<file path="src/rtl/bn_scale_pipe.sv">
// Two-stage FP16 per-channel scaling pipeline with valid/ready handshaking.
// S1 captures operands and the channel's scale at accept; S2 holds the product.
module bn_scale_pipe #(
   parameter int LANES  = 4,
   parameter int NUM_CH = 4,
   localparam int CW    = $clog2(NUM_CH),
   localparam int DW    = 16
) (
   input  logic                clk,
   input  logic                reset,
   input  logic                in_valid,
   output logic                in_ready,
   input  logic [DW*LANES-1:0] x,
   input  logic                bypass,
   input  logic                ch_clear,
   input  logic                cfg_we,
   input  logic [CW-1:0]       cfg_addr,
   input  logic [DW*LANES-1:0] cfg_data,
   output logic                out_valid,
   input  logic                out_ready,
   output logic [DW*LANES-1:0] Out,
   output logic [CW-1:0]       out_ch
);

   logic [DW*LANES-1:0] scale [NUM_CH];
   logic [CW-1:0]       ch_cnt;
   logic                s1_valid;
   logic [DW*LANES-1:0] s1_x;
   logic [DW*LANES-1:0] s1_scale;
   logic                s1_bypass;
   logic [CW-1:0]       s1_ch;
   logic [DW*LANES-1:0] res;
   logic                accept;
   logic                s2_adv;

   // Subnormals flush to zero; zero-operand check wins over the Inf/NaN check.
   function automatic logic [15:0] fp16_mul(input logic [15:0] a, input logic [15:0] b);
      logic              s;
      logic [4:0]        ea;
      logic [4:0]        eb;
      logic [21:0]       p;
      logic [10:0]       m;
      logic              g;
      logic              st;
      logic signed [7:0] e;
      logic [15:0]       r;
      s  = a[15] ^ b[15];
      ea = a[14:10];
      eb = b[14:10];
      p  = {1'b1, a[9:0]} * {1'b1, b[9:0]};
      e  = $signed({3'b000, ea}) + $signed({3'b000, eb}) - 8'sd15;
      if (p[21]) begin
         m  = {1'b0, p[20:11]};
         g  = p[10];
         st = |p[9:0];
         e  = e + 8'sd1;
      end else begin
         m  = {1'b0, p[19:10]};
         g  = p[9];
         st = |p[8:0];
      end
      if (g && (st || m[0])) m = m + 11'd1;
      if (m[10]) begin
         m = '0;
         e = e + 8'sd1;
      end
      if (ea == 5'd0 || eb == 5'd0)        r = {s, 15'd0};
      else if (ea == 5'd31 || eb == 5'd31) r = {s, 15'h7C00};
      else if (e <= 8'sd0)                 r = {s, 15'd0};
      else if (e >= 8'sd31)                r = {s, 15'h7C00};
      else                                 r = {s, e[4:0], m[9:0]};
      return r;
   endfunction

   assign s2_adv   = ~out_valid | out_ready;
   assign in_ready = ~(s1_valid & out_valid & ~out_ready);
   assign accept   = in_valid & in_ready;

   always_comb begin
      res = '0;
      for (int unsigned i = 0; i < LANES; i++) begin
         res[DW*i +: DW] = s1_bypass ? s1_x[DW*i +: DW]
                                     : fp16_mul(s1_x[DW*i +: DW], s1_scale[DW*i +: DW]);
      end
   end

   always_ff @(posedge clk or posedge reset) begin
      if (reset) begin
         for (int unsigned c = 0; c < NUM_CH; c++) scale[c] <= {LANES{16'h3C00}};
      end else if (cfg_we && 32'(cfg_addr) < NUM_CH) begin
         scale[cfg_addr] <= cfg_data;
      end
   end

   always_ff @(posedge clk or posedge reset) begin
      if (reset) begin
         s1_valid  <= 1'b0;
         s1_x      <= '0;
         s1_scale  <= '0;
         s1_bypass <= 1'b0;
         s1_ch     <= '0;
         out_valid <= 1'b0;
         Out       <= '0;
         out_ch    <= '0;
         ch_cnt    <= '0;
      end else begin
         if (in_ready) s1_valid <= in_valid;
         if (accept) begin
            s1_x      <= x;
            s1_scale  <= scale[ch_cnt];
            s1_bypass <= bypass;
            s1_ch     <= ch_cnt;
         end
         if (s2_adv) begin
            out_valid <= s1_valid;
            if (s1_valid) begin
               Out    <= res;
               out_ch <= s1_ch;
            end
         end
         // A clear coinciding with an accept still tags that beat with the old count.
         if (ch_clear)    ch_cnt <= '0;
         else if (accept) ch_cnt <= (ch_cnt == CW'(NUM_CH - 1)) ? '0 : ch_cnt + CW'(1);
      end
   end

endmodule

</file>
<file path="config.mk">
export PLATFORM = sky130hd
export DESIGN_NAME = bn_scale_pipe
export DESIGN_NICKNAME = d
export VERILOG_FILES = /design/src/rtl/bn_scale_pipe.sv
export SDC_FILE = /design/constraint.sdc
export NUM_CORES = 2
export LEC_CHECK = 0
export CAP_MARGIN = 20
export CELL_PAD_IN_SITES_DETAIL_PLACEMENT = 1
export CELL_PAD_IN_SITES_GLOBAL_PLACEMENT = 1
export CORE_MARGIN = 2
export CORE_UTILIZATION = 50
export CTS_CLUSTER_SIZE = 16
export DETAILED_ROUTE_END_ITERATION = 8
export GPL_TIMING_DRIVEN = 0
export PLACE_DENSITY_LB_ADDON = 0.1
export SYNTH_ARGS = -nofsm -noshare
export SYNTH_HDL_FRONTEND = slang
export SYNTH_SLANG_ARGS = --single-unit
export TNS_END_PERCENT = 30
</file>
<file path="constraint.sdc">
create_clock -name clk -period 36.9 [get_ports clk]
set_input_delay 9.225 -clock clk [delete_from_list [all_inputs] [get_ports clk]]
set_output_delay 9.225 -clock clk [all_outputs]
set_load 0.02 [all_outputs]
</file>
* Yosys cells after proc, flatten, opt, wreduce, memory -nomap -nowiden
Cells that the tools add are included.
** Operators by class
- Add/sub/neg operators :: 21
- $mul :: 4
- $lt $le $gt $ge :: 11
- Eq/ne operators :: 9
- Muxes and demuxes :: 57
- Bitwise logic cells :: 13
- Reduce and logical (&&, ||, !) cells :: 35
** Operators by type and width (number)
- $bwmux 256 :: 1
- $mux 15 :: 16
- $mux 64 :: 3
- $bmux 64 s2 :: 1
- $demux 64 s2 :: 1
- $mul 11x11->22 :: 4
- $mux 10 :: 8
- $mux 16 :: 4
- $mux 8 :: 8
- $add 11x1->11 const B :: 4
- $mux 11 :: 4
- $eq 5x5->1 const B :: 8
- $logic_not 5->1 :: 8
- $reduce_or 10->1 :: 4
- $reduce_or 9->1 :: 4
- $add 7x2->8 const B :: 4
- $add 8x2->8 const B :: 4
- $ge 8x6->1 const B :: 4
- $le 8x1->1 const B :: 4
- $sub 6x4->7 const B :: 4
- $add 5x5->6 :: 4
- $logic_or 1x1->1 :: 12
- $mux 1 :: 8
- $ge 3x3->1 const B :: 2
- 12 further kinds :: 26
** Word-level totals
- Register bits after elaboration :: 457

* Longest topological paths before layout
- Depth in word-level cells :: 13
- Gate-level depth with buffers :: 34

* Worst setup path before layout
No wires, ideal clock.
- Path type :: input to output
- Start :: in out_ready
- End :: out in_ready
- Arrival :: 9523 ps
- Slack :: 18152 ps
- Stages on the path :: 1
- Path buffers :: 0
- Cell sequence :: nand3b_1
** On the way
- Cells in the longest elaborated chain, start to end :: 3
** Ends and longest elaborated chain
- from (decl) :: line 20 : input logic out_ready,
- $not 1->1 :: line 76 : assign in_ready = ~(s1_valid & out_valid & ~out_ready);
- $and 1x1->1 :: line 76
- $not 1->1 :: line 76
- to (decl) :: line 12 : output logic in_ready,
No other way between the ends.

* Final worst setup path
Ends and elaborated chain as after synthesis.

==> metrics.txt <==
DR DRC count=0; WP buf/inv=2; FP Rows=104; CP Class=in -> out; clock buffer depth=3; Post-synth EDFFs=0; CP arrival=10.71 ns; CP required=27.67 ns; Worst Skew=0.0240 ns; routed wire length per instance=22.6 um; Post-Synth XOR/XNOR Area=3.66%; compound-cell area share of the yosys netlist=9.49%; antenna violations before repair=19; clock slew at reported path FFs=0.06 ns; Global Route Usage Sum=29.5%; register area share after synthesis=28.2%; Slew HR=20.8%; DIE AREA=0.0840 sq mm; chip height=290 um; post-route cell area=0.0463 sq mm; total number of vias=31300; Synth Area in Simple Gates=12.1%; Top Metal Used=met5; largest net degree at the start of global routing=117; Post-CTS Setup Inserts=0; Remaining Overflow, GRT=0; Synth cell types=98; final RePlAce weighted congestion=0.888; Top FF cell, synth=dfrtp_1; Pre-antenna DRT Iters=5; worst-margin pin slew=1.19 ns; htree depth=2; endpoints failing hold=0; fraction of registers with async set/reset=100%; largest family of logic cells by synthesized area=adder cells; hold buffer count at CTS=0; First DRT Iteration DRCs=1514; vias per cell=5.76; CTS Sinks=457; fillcell total=8922; global-route wire length before repair=195 mm; critical-path maximum fanout=4; CTS tree=yes; unrepaired setup endpoints after global routing=no; worst skew pair latency=0.63 ns; CP Capture Type=primary output; CTS-repair resized insts=0; Post-Synth Adder-Cell Area=24.6%; Mapped Area=0.0409 sq mm; CP peak stage delay=0.68 ns; fin util=57.3%; metal3 WL=5.21 mm; Total Negative Setup Slacks=0 ns; outcome=completed; Ys Warns=0; worst min path class=reg -> reg; # port buffers=204; Max Slew Vio Count=0; crit-path cells=clkdlybuf4s50_1 > nand3b_1 > clkdlybuf4s50_1; TritonCTS Buffers=53; Nets=5078; max-cap viol count=0; final setup fails=0; mux cell area share after synthesis=15.1%; met2 wire len=58.7 mm; most common cell after layout, fill and taps aside=inv_1; DP Wirelength=94.7 mm; Fmax=50.2 MHz; I/O pins=205; syn_nets=4809; synthesis-to-finish area growth=13.2%; Largest delay share family, worst path=buffers and inverters; fin crit period=19.93 ns; Metal-1 WL=55.1 mm; commonest non-fill, non-tap cells in the layout=inv_1 (542), mux2_2 (396), dfrtp_1 (393), nand2_1 (379), fa_1 (324); Antenna Nets Post-Route=0; starting density of the core=50.7%; slowest cell on the critical path=clkdlybuf4s50_1; Core Region=0.0807 sq mm; clock root cell=clkbuf_16; Mapped Avg Cell Area=10.1 sq um; most frequent CP cell=clkdlybuf4s50_1; vias in the first global route=34100; layout cells sized above 1=15.3%; register bit total from synthesis=457; cell count after synthesis=4063; dpl cell area=0.0444 sq mm; CP startpoint kind=input port; Horiz. Die Dim=290 um; DRT Wirelength=123 mm; fin crit share=54.0%
-- worst reg2reg max path: cells and delay by family (launching register included) --
| family | cells | cell delay [ns] |
|---|---|---|
| AND/OR/NAND/NOR | 6 | 1.72 |
| AO/OA/AOI/OAI | 8 | 2.54 |
| flip-flops | 1 | 0.48 |
| buffers and inverters | 8 | 1.91 |
| adder cells (fa/ha/maj) | 7 | 3.07 |
| multiplexers | 1 | 0.34 |
-- final timing paths --
kind / from / end / slack (ns) / cells past startpoint
worst min register to register: out_ch[1] / out_ch[1] / 0.48 / 2
min in group asynchronous: reset / scale[181] / 9.03 / 2
worst max register to register: s1_x[40] / Out[35] / 26.71 / 30
worst min-delay path: out_ch[1] / out_ch[1] / 0.48 / 2
max in group asynchronous: reset / s1_x[2] / 26.54 / 4
worst max-delay path: out_ready / in_ready / 16.97 / 3
-- per-layer routing --
| layer | up-vias | global-route usage [%] |
|---|---|---|
| met4 | 24 | 9.06 |
| met3 | 188 | 4.20 |
| li1 | 14300 | - |
| met2 | 579 | 49.4 |
| met1 | 16300 | 39.9 |
| met5 | - | 0 |
-- sequential cells by signal, summed over array words and instances (netlist names), 2 cells and up --
name      count
ch_cnt        2
Out          64
s1_scale     64
s1_ch         2
scale       256
out_ch        2
s1_x         64
-- through the flow --
| stage | hold slack (ns) | std cells | setup WS, ns |
|---|---|---|---|
| 5_1_grt | 0.513 | 5440 | 16.96 |
| 3_5_place_dp | 0.470 | 5334 | 17.03 |
| 2_1_floorplan | 0.433 | 4063 | 15.04 |
| 3_3_place_gp | 0.462 | 5327 | 8.87 |
| 6_report | 0.479 | 5442 | 16.97 |
| 4_1_cts | 0.485 | 5433 | 16.99 |
-- layout make-up --
type | instances | area [sq um] | area share [%]
tap | 1060 | 1330 | 2.87
buffer | 204 | 781 | 1.69
antenna | 6 | 15.0 | 0.0325
inverter | 543 | 2050 | 4.42
sequential | 457 | 11500 | 24.9
multi-input combinational | 2859 | 26500 | 57.3
clock inverter | 14 | 226 | 0.489
timing repair buffer | 214 | 2230 | 4.82
clock buffer | 85 | 1600 | 3.45
-- cell usage after synthesis (57+ instances only) --
cell type    n  area [sq um]
mux2_2     396          4460
a21oi_1    175           876
xnor2_1    112           981
o21ai_0     87           435
and2_1     162          1010
nor2_1     187           702
nand2_1    379          1420
ha_1       285          3570
inv_1      543          2040
xor2_1      57           499
dfrtp_1    393          9830
clkbuf_1   185           694
fa_1       324          6490
dfstp_2     64          1680
mux4_2      65          1460
-- cells by family (layout without fill, tap and decap cells) --
kind of cell | after synthesis | after routing
compound gates | 585 | 585
xor+xnor | 170 | 170
fa+ha+maj | 609 | 609
buf+inv | 747 | 1060
flops | 457 | 457
mux | 483 | 483
other cells | 0 | 6
simple gates | 1012 | 1012
Power is left out: the tool's default activity adds up to more than one toggle a clock period on the data nets, which glitch-free logic cannot reach.
